[src/rtl/one_to_sixteen_deserializer_fsm.sv]
// Receive side of the serial link: gathers WIDTH bits while ss is low and
// hands the finished word to the consumer over a valid/ack handshake.
module one_to_sixteen_deserializer_fsm #(
  parameter int WIDTH     = 16,
  parameter bit LSB_FIRST = 1'b1
) (
  input  logic             clock,
  input  logic             resetn,
  input  logic             data_input,
  input  logic             ss,
  input  logic             data_ack,
  output logic [WIDTH-1:0] data_output,
  output logic             data_valid,
  output logic             overrun,
  output logic             frame_error,
  output logic             busy,
  output logic [1:0]       y_Q
);

  localparam int CW = $clog2(WIDTH);

  typedef enum logic [1:0] {
    IDLE = 2'b00,
    RECV = 2'b01,
    DONE = 2'b10,
    BAD  = 2'b11
  } state_t;

  state_t         state;
  logic [WIDTH-1:0] sh;
  logic [CW-1:0]  count;
  logic           ss_q;

  function automatic logic [WIDTH-1:0] shift_in(input logic [WIDTH-1:0] cur,
                                                input logic            bit_in);
    if (LSB_FIRST)
      return {bit_in, cur[WIDTH-1:1]};
    else
      return {cur[WIDTH-2:0], bit_in};
  endfunction

  // ss_q follows ss even during reset, so a line held low through reset
  // never looks like a fresh falling edge once reset lifts.
  always_ff @(posedge clock) begin
    if (!resetn) begin
      state       <= IDLE;
      sh          <= '0;
      count       <= '0;
      data_output <= '0;
      data_valid  <= 1'b0;
      overrun     <= 1'b0;
      frame_error <= 1'b0;
      ss_q        <= ss;
    end else begin
      ss_q        <= ss;
      frame_error <= 1'b0;
      if (data_valid && data_ack)
        data_valid <= 1'b0;

      case (state)
        IDLE: begin
          if (ss_q && !ss) begin
            sh    <= shift_in('0, data_input);
            count <= CW'(1);
            state <= RECV;
          end
        end
        RECV: begin
          if (ss) begin
            sh          <= '0;
            count       <= '0;
            frame_error <= 1'b1;
            state       <= IDLE;
          end else begin
            sh    <= shift_in(sh, data_input);
            count <= count + CW'(1);
            if (count == CW'(WIDTH - 1))
              state <= DONE;
          end
        end
        // A load here wins over a same-edge ack, keeping data_valid high.
        DONE: begin
          data_output <= sh;
          data_valid  <= 1'b1;
          if (data_valid && !data_ack)
            overrun <= 1'b1;
          count <= '0;
          state <= IDLE;
        end
        default: state <= IDLE;
      endcase
    end
  end

  assign busy = (state == RECV) || (state == DONE);
  assign y_Q  = state;

endmodule
[config.mk]
export PLATFORM = sky130hd
export DESIGN_NAME = one_to_sixteen_deserializer_fsm
export DESIGN_NICKNAME = d
export VERILOG_FILES = /design/src/rtl/one_to_sixteen_deserializer_fsm.sv
export SDC_FILE = /design/constraint.sdc
export NUM_CORES = 1
export LEC_CHECK = 0
export CAP_MARGIN = 20
export CORE_MARGIN = 2
export CORE_UTILIZATION = 45
export DETAILED_ROUTE_END_ITERATION = 10
export PLACE_DENSITY = 0.78
export SYNTH_ARGS = -nofsm -noshare
export SYNTH_HDL_FRONTEND = slang
export SYNTH_SLANG_ARGS = --single-unit
export TNS_END_PERCENT = 100
[constraint.sdc]
create_clock -name clock -period 1.65 [get_ports clock]
set_input_delay 0.33 -clock clock [delete_from_list [all_inputs] [get_ports clock]]
set_output_delay 0.33 -clock clock [all_outputs]
set_load 0.02 [all_outputs]
==> results.py <==
metrics = {
    "critical_path": {
        "start_kind": "register",
        "cp_slowest_cell": "dfxtp_2",
        "setup.worst_path.class": "register to output port",
        "rrSetupSlack_ps": 160,
        "worstPathArrival_ps": 1260,
        "critPathMaxStageDelay_ps": 380,
        "crit_buf_inv": 2,
        "worst-path-stages": 3,
        "cp.required_ps": 1320,
        "cp_max_fo": 3,
        "critical_path.cell_chain": "inv_2 > ha_4 > clkdlybuf4s15_2",
        "r2r_cells": 5,
        "reg2reg_to": "sh[0]",
        "crit_family": "flip-flops",
        "r2r-start": "y_Q[0]",
        "cp-end-kind": "output port",
    },
    "status": {
        "outcome": "finished, final reports clean",
    },
    "synthesis": {
        "syn_area_per_cell_um2": 9.446,
        "synth-seq-area-share": 0.4612,
        "synth-edff-count": 0,
        "synth_nets": 204,
        "yosys_warnings": 0,
        "yosys-top-cells-area": "dfxtp_1 46%, mux2i_1 8.8%, o21a_1 6.6%",
        "yosys.area.top_type": "dfxtp_1",
        "syn_inst": 193,
        "yosysMostFrequentCell": "dfxtp_1",
        "async_flop_share": 0,
        "synthTopCellsByCount": "42 x dfxtp_1, 20 x nand2_1, 18 x nor2b_1",
        "synthDominantCellAreaShare": 0.4612,
        "ys_types": 32,
        "synth-main-ff-cell": "dfxtp_1",
        "synth.cell_area_mm2": 0.001823,
        "ys_ff_latch": 42,
    },
    "clock_network": {
        "path_clk_slew_ps": 80,
        "clockBufferDepth": 2,
        "cts_buffers": 5,
        "clock_sinks": 42,
        "clock_latency_ps": 290,
        "post_cts.repair.setup_buffers": 0,
        "cts-root-buf": "clkbuf_8",
        "htree_levels": 2,
        "cts_tree": "done",
    },
    "power": {
        "seqPwrFrac": 0.442,
        "peakVddDrop_mv": 0.7425,
        "p_per_area_mw_per_mm2": 995.9,
        "p_leak_nw": 0.8671,
        "comb_power_share": 0.139,
        "power.internal_mw": 1.830,
        "clkPwrFrac": 0.419,
        "switching_share": 0.2270,
        "power_switching_mw": 0.5373,
    },
    "timing": {
        "setup_viol": 0,
        "min_period_over_period": 0.9652,
        "worst_pin_slew_ps": 300.6,
        "whs_ps": 495.2,
        "slew_headroom": 0.7989,
        "skew_ps": 4.322,
        "max_freq_mhz": 627.9,
        "period_minus_slack_ps": 1593,
        "rsz0062_at_grt": "false",
        "hold_viol": 0,
        "maxSlewViolCount": 0,
        "finalWorstSetupSlack_ps": 57.46,
        "fin_setup_tns_ps": 0,
    },
    "placement": {
        "hpwl_um": 2234,
        "io_buffers": 26,
        "place_congestion": 0.8247,
        "pre_cts_ws_ps": -199.9,
    },
    "route": {
        "final_antenna_net_count": 0,
        "via_count": 1395,
        "viasPerCell": 4.964,
        "routed_wl_um": 3353,
        "route.detailed.drc": 0,
        "drt-initial-drc-count": 36,
        "wl_per_cell_um": 11.93,
        "drtPass1Iterations": 4,
    },
    "die": {
        "io_pins": 27,
        "die_h_um": 67.65,
        "std_cell_rows": 23,
        "die_area_mm2": 0.004577,
        "start_util": 0.4624,
        "die_w_um": 67.65,
        "core_mm2": 0.003943,
    },
    "global_route": {
        "grt_pass1_wl_um": 5347,
        "first_global_vias": 1239,
        "grt_overflow_total": 0,
        "grt_max_degree": 32,
        "grt.total_usage": 0.1578,
        "antenna_found_initial": 0,
    },
    "final_layout": {
        "antennaDiodeCount": 0,
        "areaGrowthSynthToFinish_pct": 30.40,
        "final_util": 0.6030,
        "nets": 241,
        "drive_above_1_share": 0.1472,
    },
    "min_path": {
        "hold_depth": 2,
        "min_to": "sh[15]",
        "hold_path_class": "register to register",
        "min_from": "sh[15]",
    },
    "flow_run": {
        "drv_cap": 0,
    },
}
## state kept, by name (all words and copies together), names as in the netlist
name / cells
overrun: 1
data_output: 16
count: 4
sh: 16
ss_q: 1
y_Q: 2
frame_error: 1
data_valid: 1
## final cells by class
type / instances / area (um2)
Fill cell: 345 / 1565
Clock buffer: 6 / 82.58
Inverter: 4 / 15.01
Sequential cell: 42 / 843.3
Tap cell: 50 / 62.56
Multi-Input combinational cell: 136 / 942.2
Clock inverter: 2 / 60.06
Timing Repair Buffer: 41 / 371.6
## routing by layer
metal  global-route usage  wire [um]  vias up
met5                    0          0        -
met4              0.08163         68        0
met3              0.05000        124        8
met2               0.2647       1580       22
met1               0.1784       1579      656
li1                     -          -      709
## worst max path at each step
stage / slack, ps / endpoint / from
finish: 60 / busy / y_Q[0]
global route: 20 / busy / y_Q[0]
CTS: 20 / busy / y_Q[0]
detailed placement: -200 / sh[0] / ss
global placement: -150 / sh[13] / ss
floorplan: 20 / sh[12] / y_Q[0]
## power by group through the flow
| stage | Combinational [mW] | Clock (mW) | Sequential [mW] |
|---|---|---|---|
| final | 0.329 | 0.991 | 1.05 |
| after global placement | 0.291 | 0 | 1.07 |
| after floorplan | 0.182 | 0 | 1.08 |
| after detailed placement | 0.293 | 0 | 1.07 |
| after global routing | 0.361 | 1.05 | 1.05 |
| after CTS | 0.289 | 1.01 | 1.04 |
## cell families (layout without fill, tap and decap cells)
logic type               after synthesis  in the layout  share of synthesized area
AND/OR/NAND/NOR                       83             83                     0.2409
buffers and inverters                 16             53                    0.04461
multiplexers                          17             18                    0.09608
AO/OA/AOI/OAI                         29             29                     0.1160
flip-flops                            42             42                     0.4612
adder cells (fa/ha/maj)                6              6                    0.04118
## cells in the final DEF, fill, tap and decap left out, types with 2 or more instances in the layout
| cell | Yosys | routed |
|---|---|---|
| a21oi_1 | 4 | 4 |
| nor3b_1 | 2 | 2 |
| mux2_4 | 1 | 2 |
| clkbuf_8 | 0 | 6 |
| nand2_1 | 20 | 20 |
| nor2b_1 | 18 | 18 |
| mux2i_1 | 16 | 16 |
| clkdlybuf4s50_1 | 0 | 23 |
| o21a_1 | 16 | 16 |
| and2_0 | 12 | 12 |
| bufinv_16 | 0 | 2 |
| nor2_1 | 16 | 16 |
| dfxtp_1 | 42 | 40 |
| a32o_1 | 2 | 2 |
| and2_1 | 3 | 3 |
| inv_1 | 4 | 2 |
| ha_4 | 0 | 2 |
| buf_4 | 0 | 15 |
| nand3_1 | 4 | 4 |
| and3_1 | 2 | 2 |
| dfxtp_2 | 0 | 2 |
| dlygate4sd2_1 | 0 | 2 |
| inv_2 | 0 | 2 |
| ha_1 | 6 | 4 |
## worst min-delay path, stage by stage, from the launching register on
cell,delay (ps)
dfxtp_1,340
nand2_1,60
a21boi_1,50
## repair_timing
| action | CTS | global route |
|---|---|---|
| setup endpoints to repair | 3 | 17 |
| hold buffers | 0 | 0 |
| resized for setup | 5 | 8 |
| cloned | 0 | 1 |
## per-stage QoR
stage          total power, mW  std cells  cell area, um2
3_5_place_dp             1.361        272            2195
4_1_cts                  2.342        280            2336
2_1_floorplan            1.259        193            1826
6_report                 2.367        281            2377
5_1_grt                  2.457        281            2377
3_3_place_gp             1.358        272            2195
Note: power is estimated with default switching activity, not from simulation.
